[config.mk]
export PLATFORM = sky130hd
export DESIGN_NAME = uart_comm_slv
export DESIGN_NICKNAME = d
export VERILOG_FILES = /design/src/rtl/dso_uart_pkg.sv /design/src/rtl/uart_tx_core.sv /design/src/rtl/uart_comm_slv.sv
export SDC_FILE = /design/constraint.sdc
export NUM_CORES = 1
export LEC_CHECK = 0
export CORE_MARGIN = 2
export CORE_UTILIZATION = 38
export DETAILED_ROUTE_END_ITERATION = 8
export GPL_TIMING_DRIVEN = 0
export PLACE_DENSITY = 0.59
export SLEW_MARGIN = 15
export SYNTH_ARGS = -nofsm -noshare
export SYNTH_HDL_FRONTEND = slang
export SYNTH_SLANG_ARGS = --single-unit
[constraint.sdc]
create_clock -name clk -period 2.7 [get_ports clk]
set_input_delay 0.54 -clock clk [delete_from_list [all_inputs] [get_ports clk]]
set_output_delay 0.54 -clock clk [all_outputs]
set_load 0.01 [all_outputs]
[src/rtl/dso_uart_pkg.sv]
// Shared UART definitions for the DSO command link: FSM state encoding,
// frame width and the command/response byte values used by the dispatcher.
package dso_uart_pkg;

   typedef enum logic [1:0] {
      ST_IDLE  = 2'd0,
      ST_START = 2'd1,
      ST_DATA  = 2'd2,
      ST_STOP  = 2'd3
   } uart_state_t;

   localparam int UART_BITS = 8;

   localparam logic [7:0] DUMP_CH    = 8'h01;
   localparam logic [7:0] CFG_TRG    = 8'h02;
   localparam logic [7:0] TRG_POS_WR = 8'h03;
   localparam logic [7:0] TRG_POS_RD = 8'h04;
   localparam logic [7:0] CFG_GAIN   = 8'h05;
   localparam logic [7:0] CFG_OFFSET = 8'h06;
   localparam logic [7:0] SET_DEC    = 8'h07;
   localparam logic [7:0] EEP_WR     = 8'h08;
   localparam logic [7:0] EEP_RD     = 8'h09;

   localparam logic [7:0] ACK = 8'hA5;
   localparam logic [7:0] NAK = 8'hEE;

   function automatic logic [23:0] pack_cmd(input logic [7:0] b0,
                                             input logic [7:0] b1,
                                             input logic [7:0] b2);
      return {b0, b1, b2};
   endfunction

endpackage

[src/rtl/uart_tx_core.sv]
// 8N1 serializer: one start bit, eight data bits LSB first, one stop bit.
// A new frame may be started in the last stop-bit cycle for gapless output.
module uart_tx_core
   import dso_uart_pkg::*;
#(
   parameter int BAUD_DIV = 2604
) (
   input  logic                 clk,
   input  logic                 rst,
   input  logic [UART_BITS-1:0] data,
   input  logic                 start,
   output logic                 tx,
   output logic                 busy,
   output logic                 done
);

   localparam int CW = $clog2(BAUD_DIV);
   localparam logic [CW-1:0] BAUD_LAST = CW'(BAUD_DIV - 1);
   localparam logic [2:0]    BIT_LAST  = 3'(UART_BITS - 1);

   uart_state_t          state_reg, state_next;
   logic [CW-1:0]        baud_reg, baud_next;
   logic [2:0]           bit_reg, bit_next;
   logic [UART_BITS-1:0] shift_reg, shift_next;
   logic                 tx_reg, tx_next;
   logic                 bit_end;

   assign bit_end = (baud_reg == BAUD_LAST);
   assign done    = (state_reg == ST_STOP) && bit_end && !rst;
   assign busy    = (state_reg != ST_IDLE) && !done && !rst;
   // Line forced idle during reset so a truncated frame never lingers.
   assign tx      = tx_reg | rst;

   always_comb begin
      state_next = state_reg;
      baud_next  = baud_reg;
      bit_next   = bit_reg;
      shift_next = shift_reg;
      unique case (state_reg)
         ST_IDLE: begin
            baud_next = '0;
            if (start) begin
               shift_next = data;
               state_next = ST_START;
            end
         end
         ST_START: begin
            if (bit_end) begin
               baud_next  = '0;
               bit_next   = '0;
               state_next = ST_DATA;
            end else begin
               baud_next = baud_reg + 1'b1;
            end
         end
         ST_DATA: begin
            if (bit_end) begin
               baud_next  = '0;
               shift_next = {1'b0, shift_reg[UART_BITS-1:1]};
               if (bit_reg == BIT_LAST) begin
                  state_next = ST_STOP;
               end else begin
                  bit_next = bit_reg + 1'b1;
               end
            end else begin
               baud_next = baud_reg + 1'b1;
            end
         end
         ST_STOP: begin
            if (bit_end) begin
               baud_next = '0;
               if (start) begin
                  shift_next = data;
                  state_next = ST_START;
               end else begin
                  state_next = ST_IDLE;
               end
            end else begin
               baud_next = baud_reg + 1'b1;
            end
         end
         default: state_next = ST_IDLE;
      endcase

      unique case (state_next)
         ST_START: tx_next = 1'b0;
         ST_DATA:  tx_next = shift_next[0];
         default:  tx_next = 1'b1;
      endcase
   end

   always_ff @(posedge clk) begin
      if (rst) begin
         state_reg <= ST_IDLE;
         baud_reg  <= '0;
         bit_reg   <= '0;
         shift_reg <= '0;
         tx_reg    <= 1'b1;
      end else begin
         state_reg <= state_next;
         baud_reg  <= baud_next;
         bit_reg   <= bit_next;
         shift_reg <= shift_next;
         tx_reg    <= tx_next;
      end
   end

endmodule

[src/rtl/uart_comm_slv.sv]
// Host-facing UART endpoint: assembles three received bytes into a 24-bit
// command with inter-byte timeout, and transmits single response bytes.
module uart_comm_slv
   import dso_uart_pkg::*;
#(
   parameter int BAUD_DIV  = 2604,
   parameter int GAP_BAUDS = 32
) (
   input  logic        clk,
   input  logic        rst,
   input  logic        RX,
   output logic        TX,
   output logic [23:0] cmd,
   output logic        cmd_rdy,
   input  logic        clr_cmd_rdy,
   input  logic [7:0]  resp,
   input  logic        send_resp,
   output logic        tx_busy,
   output logic        resp_sent
);

   localparam int CW         = $clog2(BAUD_DIV);
   localparam int GAP_CYCLES = GAP_BAUDS * BAUD_DIV;
   localparam int GW         = $clog2(GAP_CYCLES);
   localparam logic [CW-1:0] BAUD_LAST = CW'(BAUD_DIV - 1);
   localparam logic [CW-1:0] HALF_LAST = CW'(BAUD_DIV / 2 - 1);
   localparam logic [GW-1:0] GAP_LAST  = GW'(GAP_CYCLES - 1);
   localparam logic [2:0]    BIT_LAST  = 3'(UART_BITS - 1);

   logic                 rx_meta_reg, rx_sync_reg;
   uart_state_t          rx_state_reg, rx_state_next;
   logic [CW-1:0]        rx_cnt_reg, rx_cnt_next;
   logic [2:0]           rx_bit_reg, rx_bit_next;
   logic [UART_BITS-1:0] rx_shift_reg, rx_shift_next;
   logic                 rx_armed_reg, rx_armed_next;
   logic                 byte_ok, frame_err;

   logic [1:0]           byte_cnt_reg, byte_cnt_next;
   logic [7:0]           shadow0_reg, shadow0_next;
   logic [7:0]           shadow1_reg, shadow1_next;
   logic [GW-1:0]        gap_reg, gap_next;
   logic [23:0]          cmd_reg, cmd_next;
   logic                 cmd_rdy_reg, cmd_rdy_next;

   assign cmd     = cmd_reg;
   assign cmd_rdy = cmd_rdy_reg;

   // RX bit-level FSM; rx_armed blocks a held-low line from re-triggering.
   always_comb begin
      rx_state_next = rx_state_reg;
      rx_cnt_next   = rx_cnt_reg;
      rx_bit_next   = rx_bit_reg;
      rx_shift_next = rx_shift_reg;
      rx_armed_next = rx_armed_reg | rx_sync_reg;
      byte_ok       = 1'b0;
      frame_err     = 1'b0;
      unique case (rx_state_reg)
         ST_IDLE: begin
            rx_cnt_next = '0;
            if (!rx_sync_reg && rx_armed_reg) begin
               rx_state_next = ST_START;
            end
         end
         ST_START: begin
            if (rx_cnt_reg == HALF_LAST) begin
               rx_cnt_next = '0;
               rx_bit_next = '0;
               rx_state_next = rx_sync_reg ? ST_IDLE : ST_DATA;
            end else begin
               rx_cnt_next = rx_cnt_reg + 1'b1;
            end
         end
         ST_DATA: begin
            if (rx_cnt_reg == BAUD_LAST) begin
               rx_cnt_next   = '0;
               rx_shift_next = {rx_sync_reg, rx_shift_reg[UART_BITS-1:1]};
               if (rx_bit_reg == BIT_LAST) begin
                  rx_state_next = ST_STOP;
               end else begin
                  rx_bit_next = rx_bit_reg + 1'b1;
               end
            end else begin
               rx_cnt_next = rx_cnt_reg + 1'b1;
            end
         end
         ST_STOP: begin
            if (rx_cnt_reg == BAUD_LAST) begin
               rx_cnt_next   = '0;
               rx_state_next = ST_IDLE;
               if (rx_sync_reg) begin
                  byte_ok = 1'b1;
               end else begin
                  frame_err     = 1'b1;
                  rx_armed_next = 1'b0;
               end
            end else begin
               rx_cnt_next = rx_cnt_reg + 1'b1;
            end
         end
         default: rx_state_next = ST_IDLE;
      endcase
   end

   // Command assembly, inter-byte timeout and the cmd_rdy handshake.
   always_comb begin
      byte_cnt_next = byte_cnt_reg;
      shadow0_next  = shadow0_reg;
      shadow1_next  = shadow1_reg;
      gap_next      = '0;
      cmd_next      = cmd_reg;
      cmd_rdy_next  = cmd_rdy_reg;
      if (clr_cmd_rdy) begin
         cmd_rdy_next = 1'b0;
      end
      if (frame_err) begin
         byte_cnt_next = '0;
      end else if (byte_ok) begin
         unique case (byte_cnt_reg)
            2'd0: begin
               shadow0_next  = rx_shift_reg;
               byte_cnt_next = 2'd1;
            end
            2'd1: begin
               shadow1_next  = rx_shift_reg;
               byte_cnt_next = 2'd2;
            end
            default: begin
               cmd_next      = pack_cmd(shadow0_reg, shadow1_reg, rx_shift_reg);
               cmd_rdy_next  = 1'b1;
               byte_cnt_next = 2'd0;
            end
         endcase
      end else if (rx_state_reg == ST_IDLE && byte_cnt_reg != 2'd0) begin
         if (gap_reg == GAP_LAST) begin
            byte_cnt_next = '0;
            shadow0_next  = '0;
            shadow1_next  = '0;
         end else begin
            gap_next = gap_reg + 1'b1;
         end
      end
   end

   always_ff @(posedge clk) begin
      if (rst) begin
         rx_meta_reg  <= 1'b1;
         rx_sync_reg  <= 1'b1;
         rx_state_reg <= ST_IDLE;
         rx_cnt_reg   <= '0;
         rx_bit_reg   <= '0;
         rx_shift_reg <= '0;
         rx_armed_reg <= 1'b1;
         byte_cnt_reg <= '0;
         shadow0_reg  <= '0;
         shadow1_reg  <= '0;
         gap_reg      <= '0;
         cmd_reg      <= '0;
         cmd_rdy_reg  <= 1'b0;
      end else begin
         rx_meta_reg  <= RX;
         rx_sync_reg  <= rx_meta_reg;
         rx_state_reg <= rx_state_next;
         rx_cnt_reg   <= rx_cnt_next;
         rx_bit_reg   <= rx_bit_next;
         rx_shift_reg <= rx_shift_next;
         rx_armed_reg <= rx_armed_next;
         byte_cnt_reg <= byte_cnt_next;
         shadow0_reg  <= shadow0_next;
         shadow1_reg  <= shadow1_next;
         gap_reg      <= gap_next;
         cmd_reg      <= cmd_next;
         cmd_rdy_reg  <= cmd_rdy_next;
      end
   end

   uart_tx_core #(
      .BAUD_DIV(BAUD_DIV)
   ) u_tx (
      .clk  (clk),
      .rst  (rst),
      .data (resp),
      .start(send_resp),
      .tx   (TX),
      .busy (tx_busy),
      .done (resp_sent)
   );

endmodule
-- Word level (Yosys, flattened, before mapping)
Cells that the tools add are included.
- reduce and logical (&&, ||, !) cells: 33
- multipliers: 0
- shifts and indexed selects: 0
- order comparisons: 0
- mux-type cells: 55
- add/subtract/negate cells: 5
- bitwise logic cells: 5
- eq/ne operators: 27
- div/mod/pow operators: 0
- operators with widths (cell ; count):
    $mux W8 ; 9
    $mux W12 ; 3
    $pmux W12 S3 ; 1
    $mux W2 ; 14
    $add A12 B1 Y12 const B ; 2
    $eq A12 B12 Y1 const B ; 2
    $pmux W12 S2 ; 1
    $pmux W8 S3 ; 1
    $mux W3 ; 6
    $add A17 B1 Y17 const B ; 1
    $eq A17 B17 Y1 const B ; 1
    $pmux W2 S4 ; 2
    $reduce_and A4 Y1 ; 4
    $mux W1 ; 14
    $ne A2 B2 Y1 const B ; 7
    $eq A12 B11 Y1 const B ; 1
    $pmux W3 S2 ; 2
    $reduce_bool A2 Y1 ; 6
    $eq A2 B2 Y1 const B ; 5
    $ne A2 B1 Y1 const B ; 5
    $eq A2 B1 Y1 const B ; 4
    $add A3 B1 Y3 const B ; 2
    $eq A3 B3 Y1 const B ; 2
    $logic_and A1 B1 Y1 ; 6
    other kinds (13) ; 24
- bits in latches: 0
- memories kept: 0
- input bits: 13
- bits in registers: 114
- RAM bits: 0
- word-level logic and storage cells: 144
- memory bits (read-only): 0
- output and inout port bits: 28

-- Depth between registers and ports, before layout
Gate-level depths: netlist (run 1).
- depth after elaboration: 6
- gate-level depth with buffers: 7
- gate-level depth less buffers: 6

-- By module
A second synthesis (run 1) with hierarchy kept.
- cell total of the unflattened synthesis: 603
- area total of the unflattened synthesis: 5311.3 um^2
- by module, submodules not included (module ; seq. area each (um^2) ; cells each ; area an instance (um^2) ; times used):
    uart_comm_slv ; 1761.7 ; 446 ; 3933.8 ; 1
    uart_tx_core ; 520.5 ; 157 ; 1377.6 ; 1

-- Worst setup path after synthesis (run 1)
No wires, ideal clock.
- path type: register to output
- start: register u_tx.baud_reg[0]
- end: output port resp_sent
- slack: 0.447 ns
- cell stages (with the launch flop): 5
- buffers on the path: 0
- arrival time: 1.713 ns
- cell sequence: dfxtp_1 ha_1 or4bb_1 nor4_1 and2_1
- word-level cells in the longest chain between the ends: 3
- RTL lines (element ; line ; source):
    from (decl) ; uart_tx_core.sv:22 ; logic [CW-1:0] baud_reg, baud_next;
    from (signal assigned) ; uart_tx_core.sv:101 ; baud_reg <= baud_next;
    $eq A12 B12 Y1 ; uart_tx_core.sv:28 ; assign bit_end = (baud_reg == BAUD_LAST);
    $logic_and A1 B1 Y1 (2 in a row) ; uart_tx_core.sv:29 ; assign done = (state_reg == ST_STOP) && bit_end && !rst;
    to (decl) ; uart_comm_slv.sv:19 ; output logic resp_sent
Every way passes these cells.

-- Final worst setup path (run 1)
- start: input port rst
- end: output port TX
- word-level cells in the longest chain between the ends: 1
- RTL lines (element ; line ; source):
    from (decl) ; uart_comm_slv.sv:10 ; input logic rst,
    $or A1 B1 Y1 ; uart_tx_core.sv:32 ; assign tx = tx_reg | rst;
    to (decl) ; uart_comm_slv.sv:12 ; output logic TX,
Every way passes these cells.

==> flow_summary.yaml, run 1 <==
floorplan:
  die_width_um: 122
  start_util_pct: 38.5
  io_pins: 41
  coreArea_um2: 13700
  die_y_um: 122
  die-area_um2: 14900
  num_rows: 43
setup_path:
  reg2reg_depth: 6
  reg2reg_from: "gap_reg[0]$_SDFF_PP0_"
  endpoint_kind: "output port"
  crit_family: "buffers and inverters"
  crit_buf_inv: 4
  critical_path.startpoint: "rst"
  rr_endpoint: "byte_cnt_reg[1]$_SDFFE_PP0P_"
  crit_type: "in2out"
  worstPathRequired_ns: 2.16
  cpMostUsedCell: "clkbuf_2"
  r2r_slack_ns: 0.25
  cp_max_fo: 10
  setup.worst_path.start_class: "input port"
  critPathSlowestCell: "clkdlybuf4s50_1"
  slowest_delay_ns: 0.52
  path_cells: "clkbuf_2 > clkbuf_2 > buf_2 > or2_2 > clkdlybuf4s50_1"
  crit_arrival_ns: 2.06
route:
  drc: 0
  drt-initial-drc-count: 239
  viasPerCell: 5.24
  drtPass1Iterations: 4
  postRouteAntennaNets: 0
  vias: 4378
  routed_wl_um: 11800
  wl_per_cell_um: 14.2
clocking:
  hold_buffers: 0
  clk_latency_ns: 0.40
  cts_buffer_depth: 2
  cts_tree: "yes"
  cts_buffers: 17
  cts.sinks: 114
  h-tree-depth: 4
  cts_root_buf: "clkbuf_16"
  path_clk_slew_ns: 0.05
layout:
  num-nets-final: 668
  antenna_cells: 0
  largest_reg_flops: 24
  postLayoutCoreUtil_pct: 46.8
  fillers: 1370
  final_layout_size_suffix_gt1_share_pct: 7.94
  area_delta_synth_final_pct: 21.4
yosys:
  async_reset_ff_share_pct: 0
  synth-seq-area-share_pct: 43.2
  synth_cell_types: 59
  synth_seq_cells: 114
  synth_most_common_cell: "dfxtp_1"
  ys_top_cells_by_area: "dfxtp_1, mux2i_1, nor2_1, xor2_1, nand2b_1"
  syn_avg_cell_area_um2: 8.96
  synth_edf_count: 0
  synth_nets: 611
  synth_commonest_cells: "dfxtp_1, nor2_1, nand2_1"
  synth_top_area_share_pct: 43.2
  syn_inst: 590
  dominantRegCellSynth: "dfxtp_1"
  syn_area_um2: 5290
  yosysWarnings: 0
  synth_top_area_cell: "dfxtp_1"
global_routing:
  antenna_found_initial: 0
  grt_util_all_layers_pct: 16.9
  gr-total-overflow: 0
  grt_max_degree: 17
  grt_pass1_vias: 4279
  grt_pass1_wl_um: 19900
timing:
  slew_violations: 0
  min_period_ns: 2.60
  worst_pin_slew_ns: 0.827
  rsz0062_at_grt: "false"
  finClkSkew_ns: 0.00695
  post-route-period-util_pct: 96.3
  hold_viol: 0
  fmax_mhz: 385
  finalSetupViolCount: 0
  fin_tns_setup_ns: 0
  timing.slew.headroom_pct: 44.4
  hold_slack_ns: 0.423
hold_path:
  hold_class: "reg2reg"
  hp-start: "rx_meta_reg$_SDFF_PP1_"
  whs_path_depth: 1
  min_to: "rx_sync_reg$_SDFF_PP1_"
power_and_ir_drop:
  power_leakage_nw: 2.27
  powerDensity_nw_per_um2: 578
  ir_drop_v: 0.000423
outcome:
  status: "finished clean"
run:
  drv_cap: 0
place:
  gp_congestion: 0.831
  io_buffers: 38
  dpl.hpwl_um: 8420
==> logic make-up (layout without fill, tap and decap cells) <==
kind of cell    Yosys count  after routing  synth area share (%)
fa+ha+maj                 8              8                  1.89
buf+inv                  40            105                  3.69
flops                   114            114                  43.2
mux                      39             39                  7.43
compound gates           85             85                  10.9
simple gates            270            270                  27.3
xor+xnor                 34             34                  5.63
==> placed cells by master, fill, tap and decap left out, types with 3 or more instances in the layout <==
cell type        count
dfxtp_1            110
nor2_1              89
nand2_1             43
mux2i_1             37
clkdlybuf4s50_1     36
nand2b_1            30
clkbuf_1            25
o21ai_0             24
xor2_1              22
o31ai_1             20
nand3_1             20
clkbuf_16           17
nand4_1             16
a21oi_1             12
xnor2_1             12
inv_1                7
and4_1               7
and3_1               7
nor4bb_1             7
ha_1                 7
nor3b_1              6
nor4_1               6
buf_2                5
and2_1               5
nor3_1               5
nor2b_1              5
clkbuf_2             4
or2_2                4
or4_1                4
a31oi_1              4
dfxtp_2              4
or3_1                3
o211a_1              3
a221o_1              3
buf_1                3
==> worst max-delay path by stage <==
stage / endpoint / slack (ns) / depth (start not counted)
2_1_floorplan: resp_sent / 0.45 / 4
3_3_place_gp: TX / -0.50 / 5
3_5_place_dp: TX / -0.53 / 5
4_1_cts: resp_sent / 0.004 / 5
5_1_grt: tx_busy / 0.001 / 5
6_report: TX / 0.10 / 5
==> layer usage <==
metal | global-route usage (%) | wire (µm) | vias up
met3 | 5.38 | 592 | 14
met4 | 6.11 | 161 | 0
met2 | 28.5 | 5690 | 77
met5 | 0 | 0 | -
met1 | 20.0 | 5390 | 2073
li1 | - | - | 2214
==> power by group <==
group / leakage, nW / internal (W) / total (W) / switching (W)
Clock: 0.236 / 0.00119 / 0.00187 / 0.000681
Sequential: 0.923 / 0.00170 / 0.00172 / 0.0000136
Combinational: 1.11 / 0.0000556 / 0.000124 / 0.0000687
==> through the flow <==
step / setup slack (ns) / total power (W) / std cells / cell area [µm²]
2_1_floorplan: 0.447 / 0.00182 / 590 / 5290
3_3_place_gp: -0.500 / 0.00187 / 808 / 5890
3_5_place_dp: -0.526 / 0.00187 / 808 / 5890
4_1_cts: 0.00444 / 0.00376 / 834 / 6420
5_1_grt: 0.00105 / 0.00385 / 835 / 6420
6_report: 0.101 / 0.00371 / 835 / 6420
==> worst register-to-register path: cells and delay by family (launching register included) <==
kind / cells / cell delay (ns)
AND/OR/NAND/NOR: 3 / 1.22
buffers and inverters: 1 / 0.36
AO/OA/AOI/OAI: 1 / 0.12
adder cells (fa/ha/maj): 1 / 0.25
flip-flops: 1 / 0.38
==> layout make-up <==
class | instances | area, µm² | area share (%)
buffer | 32 | 170 | 2.65
clock buffer | 26 | 479 | 7.46
clock inverter | 1 | 5.00 | 0.0779
inverter | 7 | 26.3 | 0.409
multi-input combinational | 436 | 2850 | 44.3
sequential | 114 | 2290 | 35.6
tap | 180 | 225 | 3.51
timing repair buffer | 39 | 383 | 5.96
==> timing repair <==
| item | in CTS | in global routing |
|---|---|---|
| pin swaps | 3 | 2 |
| setup buffers | 0 | 1 |
| resized for setup | 16 | 4 |
| endpoints found under the setup margin | 3 | 3 |
(Power assumes the default switching activity.)
==> run 2: changes to the inputs <==
==> constraint.sdc (replaced) <==
create_clock -name clk -period 3 [get_ports clk]
set_input_delay 0.6 -clock clk [delete_from_list [all_inputs] [get_ports clk]]
set_output_delay 0.6 -clock clk [all_outputs]
set_load 0.01 [all_outputs]
==> flow_summary.yaml, run 2 (synthesis results as in run 1) <==
route:
  drtPass1Iterations: 4
  viasPerCell: 5.25
  drt-initial-drc-count: 241
  routed_wl_um: 11800
  drc: 0
  wl_per_cell_um: 14.2
  postRouteAntennaNets: 0
  vias: 4381
timing:
  finalSetupViolCount: 0
  worst_pin_slew_ns: 0.838
  hold_viol: 0
  post-route-period-util_pct: 93.5
  rsz0062_at_grt: "false"
  min_period_ns: 2.81
  fmax_mhz: 356
  slew_violations: 0
  timing.slew.headroom_pct: 43.6
  fin_tns_setup_ns: 0
  finClkSkew_ns: 0.00719
  hold_slack_ns: 0.423
power_and_ir_drop:
  ir_drop_v: 0.000378
  finalPower_w: 0.00334
  powerDensity_nw_per_um2: 519
  power_leakage_nw: 2.29
floorplan:
  num_rows: 43
  coreArea_um2: 13700
  io_pins: 41
  die_y_um: 122
  start_util_pct: 38.5
  die-area_um2: 14900
  die_width_um: 122
clocking:
  clk_latency_ns: 0.40
  path_clk_slew_ns: 0.05
  hold_buffers: 0
  cts_buffers: 17
  cts.sinks: 114
  h-tree-depth: 4
  cts_root_buf: "clkbuf_16"
  cts_tree: "yes"
  cts_buffer_depth: 2
run:
  drv_cap: 0
layout:
  final_layout_size_suffix_gt1_share_pct: 7.79
  area_delta_synth_final_pct: 21.6
  antenna_cells: 0
  stdcell_area_um2: 6430
  largest_reg_flops: 24
  final_common_cell: "dfxtp_1"
  postLayoutCoreUtil_pct: 46.9
  num-nets-final: 668
  layout_common_cells: "dfxtp_1, nor2_1, nand2_1"
place:
  dpl_cell_area_um2: 5890
  io_buffers: 38
  dpl.hpwl_um: 8420
  gp_congestion: 0.831
setup_path:
  worstPathRequired_ns: 2.40
  cp_max_fo: 5
  crit_type: "reg2out"
  endpoint_kind: "output port"
  r2r_slack_ns: 0.54
  setup.worst_path.start_class: "flop"
  crit_arrival_ns: 2.21
hold_path:
  hold_class: "reg2reg"
global_routing:
  grt_pass1_vias: 4279
  antenna_found_initial: 0
  grt_pass1_wl_um: 19900
  grt_util_all_layers_pct: 16.9
  gr-total-overflow: 0
  grt_max_degree: 17
outcome:
  status: "finished clean"
==> run 2: cell types whose count changed in the layout (fill, tap and decap cells not counted), sizes merged <==
cell           before  now
clkdlybuf4s15       1    0
buf                12   11
dlygate4sd2         0    1
dlymetal6s2s        0    1
==> run 2: per-layer routing <==
layer	share of wire (%)	vias up	GRT usage, %
met4	1.0	0	6.11
met5	0	-	0
met3	4.2	10	5.38
met2	49	68	28.5
met1	46	2085	20.0
li1	-	2218	-
==> run 2: power breakdown <==
group          leakage [nW]  switching (W)  internal, W  total, W
combinational          1.13      0.0000618    0.0000502  0.000112
sequential            0.923      0.0000123      0.00153   0.00155
clock                 0.236       0.000609      0.00107   0.00168
total                  2.29       0.000683      0.00265   0.00334
==> run 2: worst max-delay path, stage by stage, from the launching register on <==
cell,delay (ns)
dfxtp_2,0.36
ha_4,0.16
or4bb_4,0.57
nor4_4,0.29
and2_1,0.16
dlygate4sd2_1,0.26
==> run 2: what timing repair did <==
item | 4_1_cts | 5_1_grt
setup buffers | 0 | 1
gates resized for setup | 15 | 1
pin swaps | 3 | 1
endpoints found under the setup margin | 3 | 1
==> run 2: per-stage QoR <==
stage | setup WS (ns) | std cells
after global placement | -0.320 | 808
after CTS | 0.0900 | 834
after floorplan | 0.687 | 590
after detailed placement | -0.346 | 808
final | 0.194 | 835
after global routing | 0.0564 | 835
==> run 2: cell type report <==
cell class | count | area (µm²)
plain buffers | 32 | 170
clock buffers | 26 | 479
clock inverters | 1 | 5.00
fillers | 1369 | 7290
inverters | 7 | 26.3
multi-input cells | 436 | 2850
flip-flops and latches | 114 | 2290
well taps | 180 | 225
repair buffers | 39 | 389
==> run 2: final timing paths <==
kind | start | endpoint | cells after the start
worst max-delay path | u_tx.baud_reg[0]$_SDFF_PP0_ | resp_sent | 5
worst min register to register | rx_meta_reg$_SDFF_PP1_ | rx_sync_reg$_SDFF_PP1_ | 1
worst max register to register | gap_reg[0]$_SDFF_PP0_ | byte_cnt_reg[1]$_SDFFE_PP0P_ | 6
worst min-delay path | rx_meta_reg$_SDFF_PP1_ | rx_sync_reg$_SDFF_PP1_ | 1
